===== config.mk =====
export PLATFORM = sky130hd
export DESIGN_NAME = usb_crc16_append
export DESIGN_NICKNAME = d
export VERILOG_FILES = /design/src/rtl/usb_pkg.sv /design/src/rtl/usb_crc16_append.sv
export SDC_FILE = /design/constraint.sdc
export NUM_CORES = 1
export LEC_CHECK = 0
export ABC_AREA = 1
export BUFFER_PORTS_ARGS = -buffer_cell sky130_fd_sc_hd__buf_2
export CORE_MARGIN = 10
export CORE_UTILIZATION = 50
export DETAILED_ROUTE_END_ITERATION = 7
export PLACE_DENSITY = 0.7
export SLEW_MARGIN = 20
export SYNTH_ARGS = -nofsm -noshare
export SYNTH_HDL_FRONTEND = slang
export SYNTH_SLANG_ARGS = --single-unit

===== constraint.sdc =====
create_clock -name clk -period 4.63 [get_ports clk]
set_input_delay 0.463 -clock clk [delete_from_list [all_inputs] [get_ports clk]]
set_output_delay 0.463 -clock clk [all_outputs]
set_load 0.01 [all_outputs]

===== src/rtl/usb_pkg.sv =====
// Shared USB definitions: CRC16 constants, per-byte CRC update and the
// state encoding of the transmit-side CRC append stage.
package usb_pkg;

  localparam logic [15:0] CRC16_POLY_REFL = 16'hA001;
  localparam logic [15:0] CRC16_INIT      = 16'hFFFF;

  typedef enum logic [1:0] {
    IDLE,
    DATA,
    CRC_LO,
    CRC_HI
  } crc_app_state_t;

  // One byte of reflected CRC-16/USB, LSB of the data byte first.
  function automatic logic [15:0] crc16_next(input logic [15:0] crc,
                                             input logic [7:0]  data);
    logic [15:0] c;
    c = crc;
    for (int i = 0; i < 8; i++) begin
      if (c[0] ^ data[i]) c = (c >> 1) ^ CRC16_POLY_REFL;
      else                c = c >> 1;
    end
    return c;
  endfunction

endpackage


===== src/rtl/usb_crc16_append.sv =====
// Transmit stream stage: forwards payload bytes through a one-deep output
// register and appends the complemented CRC16 (low byte first) at packet end.
module usb_crc16_append
  import usb_pkg::*;
#(
  parameter int MAX_BYTES = 64
) (
  input  logic       clk,
  input  logic       n_rst,
  input  logic       in_valid,
  output logic       in_ready,
  input  logic [7:0] in_data,
  input  logic       in_last,
  input  logic       zlp_req,
  output logic       out_valid,
  input  logic       out_ready,
  output logic [7:0] out_data,
  output logic       out_last,
  output logic       busy,
  output logic       len_err
);

  localparam int                CNT_W   = $clog2(MAX_BYTES + 1);
  localparam logic [CNT_W-1:0]  MAX_CNT = CNT_W'(MAX_BYTES);

  crc_app_state_t   state, state_nxt;
  logic [15:0]      crc;
  logic [15:0]      crc_base;
  logic [15:0]      crc_upd;
  logic [CNT_W-1:0] count;
  logic [CNT_W-1:0] count_nxt;
  logic             load;
  logic             accept;
  logic             zlp_go;

  always_comb begin
    load      = !out_valid || out_ready;
    in_ready  = ((state == IDLE) || (state == DATA)) && load;
    accept    = in_valid && in_ready;
    // A byte presented together with zlp_req takes priority.
    zlp_go    = (state == IDLE) && zlp_req && !in_valid;
    len_err   = accept && (state == DATA) && (count == MAX_CNT);
    busy      = (state != IDLE);

    crc_base  = (state == IDLE) ? CRC16_INIT : crc;
    crc_upd   = crc16_next(crc_base, in_data);

    if (state == IDLE)         count_nxt = CNT_W'(1);
    else if (count == MAX_CNT) count_nxt = count;
    else                       count_nxt = count + CNT_W'(1);

    state_nxt = state;
    case (state)
      IDLE: begin
        if (accept)      state_nxt = in_last ? CRC_LO : DATA;
        else if (zlp_go) state_nxt = CRC_LO;
      end
      DATA: begin
        if (accept) state_nxt = in_last ? CRC_LO : DATA;
      end
      CRC_LO: begin
        if (load) state_nxt = CRC_HI;
      end
      CRC_HI: begin
        if (load) state_nxt = IDLE;
      end
      default: state_nxt = IDLE;
    endcase
  end

  always_ff @(posedge clk or negedge n_rst) begin
    if (!n_rst) begin
      state     <= IDLE;
      crc       <= CRC16_INIT;
      count     <= '0;
      out_valid <= 1'b0;
      out_data  <= 8'h00;
      out_last  <= 1'b0;
    end else begin
      state <= state_nxt;

      if (accept) begin
        crc   <= crc_upd;
        count <= count_nxt;
      end else if (zlp_go) begin
        crc <= CRC16_INIT;
      end

      // Output register: payload byte, then ~crc low, then ~crc high.
      if (accept) begin
        out_data  <= in_data;
        out_valid <= 1'b1;
        out_last  <= 1'b0;
      end else if ((state == CRC_LO) && load) begin
        out_data  <= ~crc[7:0];
        out_valid <= 1'b1;
        out_last  <= 1'b0;
      end else if ((state == CRC_HI) && load) begin
        out_data  <= ~crc[15:8];
        out_valid <= 1'b1;
        out_last  <= 1'b1;
      end else if (out_ready) begin
        out_valid <= 1'b0;
      end
    end
  end

endmodule


# After elaboration in Yosys (flattened, before gate mapping)
# Cells that the tools add are included.
[classes]
addsub = 1
eq_ne = 9
n_mux = 30
bitwise = 18
reduce_logical = 19
[op_table]
columns = ["operator", "count"]
rows = [
  ["two-way mux 16 bit", 11],
  ["two-way mux 8 bit", 3],
  ["NOT 2 -> 3 bit", 8],
  ["NOT 8 bit", 2],
  ["two-way mux 7 bit", 2],
  ["two-way mux 2 bit", 6],
  ["logical AND 1 bit", 8],
  ["one-hot mux 2 bit (4 select lines)", 1],
  ["bitwise XOR 1 bit", 8],
  ["adder 7 x 1 -> 7 bit (second input constant)", 1],
  ["equality test 7 bit (second input constant)", 1],
  ["two-way mux 1 bit", 7],
  ["inequality test 2 bit (second input constant)", 3],
  ["equality test 2 bit (second input constant)", 2],
  ["AND reduction 4 bit", 1],
  ["nonzero test 2 bit", 2],
  ["nonzero test 4 bit", 1],
  ["inequality test 3 bit (second input constant)", 1],
  ["nonzero test 3 bit", 1],
  ["equality test 2 x 1 -> 1 bit (second input constant)", 1],
  ["zero test 1 bit", 2],
  ["zero test 2 bit", 1],
  ["logical OR 1 bit", 2],
  ["inequality test 2 x 1 -> 1 bit (second input constant)", 1],
  ["AND reduction 2 bit", 1],
]
[word_totals]
regBits = 35
inputBits = 14
out_inout_bits = 13
elab_cells = 83

# Logic depth before layout (Yosys ltp)
[depth]
ltp_word = 19
ltp_mapped = 20
depth_no_buf = 20

# Least setup slack after synthesis
# Ideal clock, no wire load.
[synth_path]
path_kind = "input to output"
start = "input out_ready"
end = "output len_err"
arrival_ns = 1.518
t_required_ns = 4.167
setup_slack_ns = 2.649
path_stages = 6
n_path_buf = 2
cell_sequence = "nor2_1 -> nor2_1 -> nand2_1 -> clkbuf_1 -> clkbuf_1 -> nor3_1"
[synth_via]
elab_chain_len = 5
[synth_rtl]
columns = ["element", "line_no", "text"]
rows = [
  ["start: declaration", "usb_crc16_append.sv:16", "input logic out_ready,"],
  ["logical OR 1 bit", "usb_crc16_append.sv:37", "load = !out_valid || out_ready;"],
  ["logical AND 1 bit", "usb_crc16_append.sv:38", "in_ready = ((state == IDLE) || (state == DATA)) && load;"],
  ["named net in_ready", "usb_crc16_append.sv:11", "output logic in_ready,"],
  ["logical AND 1 bit", "usb_crc16_append.sv:39", "accept = in_valid && in_ready;"],
  ["logical AND 1 bit (2 in series)", "usb_crc16_append.sv:42", "len_err = accept && (state == DATA) && (count == MAX_CNT);"],
  ["end: declaration", "usb_crc16_append.sv:20", "output logic len_err"],
]
# The timed path passes the listed nets, and every way through them passes these cells.

# Worst setup path in the final report
[layout_path]
start = "register state[1]"
end = "register crc[0]"
[layout_via]
elab_chain_len = 19
elab_cells_between_ends = 34
classes_between = "1 x eq/ne; 10 x mux; 16 x bitwise; 7 x reduce/logical"
[layout_rtl]
columns = ["element", "line_no", "text"]
rows = [
  ["start: declaration", "usb_crc16_append.sv:26", "crc_app_state_t state, state_nxt;"],
  ["start signal: assignment", "usb_crc16_append.sv:80", "state <= state_nxt;"],
  ["zero test 2 bit", "usb_crc16_append.sv:38, usb_crc16_append.sv:41, usb_crc16_append.sv:45", ""],
  ["two-way mux 16 bit", "usb_crc16_append.sv:45", "crc_base = (state == IDLE) ? CRC16_INIT : crc;"],
  ["bitwise XOR 1 bit or NOT 2 -> 3 bit (tied branches)", "n/a", ""],
  ["two-way mux 16 bit", "usb_pkg.sv:21", "if (c[0] ^ data[i]) c = (c >> 1) ^ CRC16_POLY_REFL;"],
  ["bitwise XOR 1 bit", "usb_pkg.sv:21", ""],
  ["two-way mux 16 bit", "usb_pkg.sv:21", ""],
  ["bitwise XOR 1 bit", "usb_pkg.sv:21", ""],
  ["two-way mux 16 bit", "usb_pkg.sv:21", ""],
  ["[... 3 more ...]", "n/a", ""],
  ["two-way mux 16 bit", "usb_pkg.sv:21", ""],
  ["bitwise XOR 1 bit", "usb_pkg.sv:21", ""],
  ["two-way mux 16 bit", "usb_pkg.sv:21", ""],
  ["bitwise XOR 1 bit", "usb_pkg.sv:21", ""],
  ["two-way mux 16 bit", "usb_pkg.sv:21", ""],
  ["bitwise XOR 1 bit", "usb_pkg.sv:21", ""],
  ["two-way mux 16 bit", "usb_pkg.sv:21", ""],
  ["two-way mux 16 bit", "usb_crc16_append.sv:82", "if (accept) begin"],
  ["end signal: assignment", "usb_crc16_append.sv:83", "crc <= crc_upd;"],
  ["end: declaration", "usb_crc16_append.sv:27", "logic [15:0] crc;"],
]
# Parallel ways exist; a longest one is shown, timed or not.
# A chain may end at the register's enable or synchronous reset.

==> out/results.ini <==
[placed_design]
hpwl_um = 3835
gp_congestion = 0.8878
placed_cell_area_um2 = 2431
port_buffers = 26

[logic_synthesis]
synth_area_um2 = 2271
synth.distinct_cells = 32
ys_seq_area_frac = 0.3945
synth_cells = 298
synth-edff-count = 0
syn_nets = 314
syn_avg_cell_area_um2 = 7.621
synthArstFlopShare = 1.000
ys.warnings.count = 0
ys_seq_elements = 35
ys.flop_type = dfrtp_1

[layout]
nNetsFinal = 340
design_area_um2 = 2549
diodes = 0
area_delta_synth_final_pct = 12.23
drive_above_1_share = 0.2615

[pwr]
p_int_mw = 0.9815
power.leakage_nw = 1.251
powerDensity_nw_per_um2 = 710.0
seqPwrFrac = 0.321
p_sw_frac = 0.4576
p_sw_mw = 0.8282
total_power_mw = 1.810
peakVddDrop_mv = 0.2038
power_frac_clock = 0.159
combPwrFrac = 0.520

[drt]
finalWirelength_um = 5068
drt_iter0_markers = 168
vias = 1930
avgRoutedWirePerCell_um = 13.44
routed_via_density = 5.119
drc = 0
ant_nets = 0
dr.pass1.iters = 4

[setup_path]
end_kind = register
max_stage_delay_ps = 670
critPathSlowestCell = nor2_2
r2r_cells = 18
worst_ep_required_time_ps = 4850
crit_cells = 18
crit_family = simple AND/OR/NAND/NOR gates
cp_common_cell = nand2_4
crit_fanout = 21
cp-start-kind = register
cp_num_buf_inv = 1
r2r_slack_ps = 1830
crit_chain = nor2_2 > nor2_1 > nand2_1 > nand2_2 > nand2_4 > nand2_4 > nand2_2 > nand3_2 > nand2_4 > nand2_1 > nand3_2 > nand2_4 > nand2_4 > nand3_1 > nand3_1 > nand3_1 > nand2_1 > inv_1
criticalPathCategory = reg -> reg
cp.arrival_ps = 3020

[grt]
grt_max_degree = 36
grt_pass1_wl_um = 8763
grt_pass1_vias = 1789
grt_overflow = 0
grt_usage = 0.1411
antenna_found_initial = 0

[sta]
hold_viol_final = 0
finalSetupViolations = 0
fmax_mhz = 357.5
min_period_ps = 2797
tightest_slew_ps = 815.1
slew_viol_final = 0
period_share = 0.6041
tns_ps = 0
rsz0062_at_grt = false
relSlewSlack = 0.4560
finClkSkew_ps = 13.38

[clock_network]
clk_root_buffer_cell = clkbuf_8
cts_max_level = 2
post_cts_buffers = 0
holdBufCountCts = 0
path_clk_slew_ps = 80
cts_made_buffers = 5
cts_sinks = 35
cts_resized = 0
ctsLongestPathBuffers = 2
cts_tree = built
worstSkewPairLatency_ps = 290

[die]
pin_count = 27
fp.dieW_um = 87.40
die_y_um = 87.40
rows = 24
die_area_um2 = 7638
initial_utilization = 0.5180
core_um2 = 4384

[worst_hold_path]
hold_path_class = in -> async

[run]
maxCapViolCount = 0

[outcome]
outcome = completed

worst register-to-register path, delay by kind of cell (launching register included):
family	cells	cell delay, ps
buffers and inverters	1	40
DFF	1	450
and+or+nand+nor	17	2250
power groups by stage:
stage / logic [mW] / registers, mW / clock network, mW
6_report: 0.941 / 0.581 / 0.287
5_1_grt: 1.07 / 0.605 / 0.312
4_1_cts: 0.948 / 0.582 / 0.295
3_5_place_dp: 0.944 / 0.586 / 0
3_3_place_gp: 0.932 / 0.584 / 0
2_1_floorplan: 0.721 / 0.581 / 0
flip-flops by register name (all words and copies together), names as in the netlist:
register,flops
crc,16
out_data,8
state,2
out_valid,1
count,7
out_last,1
synthesized netlist by cell type, types with 5 or more instances:
master	instances	area [um^2]
nand3_1	22	110.1
o21ai_0	37	185.2
nand2_2	10	62.56
o32ai_1	6	52.55
nor3_1	8	40.04
a21oi_1	10	50.05
nor2_1	19	71.32
dfrtp_1	19	475.5
dfstp_2	16	420.4
nand2_1	40	150.1
o22ai_1	5	31.28
nand3_2	7	70.07
nand2_4	7	78.83
clkbuf_1	5	18.77
inv_1	56	210.2
cells in the final DEF (no fill, tap or decap), types with 3 or more instances in the layout:
cell	count
nand3_1	22
nand2_2	10
clkbuf_8	6
nor3_1	8
nand2_1	40
o32ai_1	6
nor2_1	19
nand3_2	7
o21ai_0	37
inv_2	4
dfrtp_1	19
xor2_1	4
buf_2	26
nand2_4	7
or2_1	3
o22ai_1	5
inv_1	56
a21oi_1	10
dfstp_2	16
routing by layer:
layer  track usage  routed length (um)  up-vias
li1              -                   -     1014
met4       0.03478                  35        0
met2        0.2063                2202       43
met5             0                   0        -
met3       0.04494                 348        7
met1        0.1951                2481      866
cell families after synthesis:
group | count (synthesis) | synth area share
fa+ha+maj | 2 | 0.01102
compound gates | 66 | 0.1642
simple gates | 122 | 0.2915
buf+inv | 68 | 0.1162
flops | 35 | 0.3945
xor+xnor | 5 | 0.02259
layout make-up:
class / count / area (um^2)
inverters: 61 / 229.0
fillers: 420 / 1836
multi-input cells: 195 / 1111
repair buffers: 26 / 130.1
flip-flops and latches: 35 / 895.9
clock inverters: 2 / 35.03
clock buffers: 6 / 82.58
well taps: 52 / 65.06
worst paths after layout:
kind / start / end
worst max-delay path: state[1]$_DFFE_PN0P_ / crc[0]$_DFFE_PN1P_
worst min-delay path: n_rst / out_last$_DFFE_PN0P_
worst max register to register: state[1]$_DFFE_PN0P_ / crc[0]$_DFFE_PN1P_
worst min register to register: count[3]$_DFFE_PN0P_ / count[4]$_DFFE_PN0P_
max in group asynchronous: n_rst / out_data[6]$_DFFE_PN0P_
min in group clk: count[3]$_DFFE_PN0P_ / count[4]$_DFFE_PN0P_
per-stage QoR:
stage | util | std cells | worst slack, ps | hold slack, ps
after floorplan | - | 298 | 2649 | 167.4
after global placement | 0.5545 | 369 | 1854 | 441.1
after detailed placement | 0.5545 | 369 | 1729 | 457.6
after CTS | 0.5813 | 377 | 1842 | 272.9
after global routing | 0.5813 | 377 | 1512 | 311.2
final | 0.5813 | 377 | 1833 | 235.8
(Power assumes the default switching activity.)
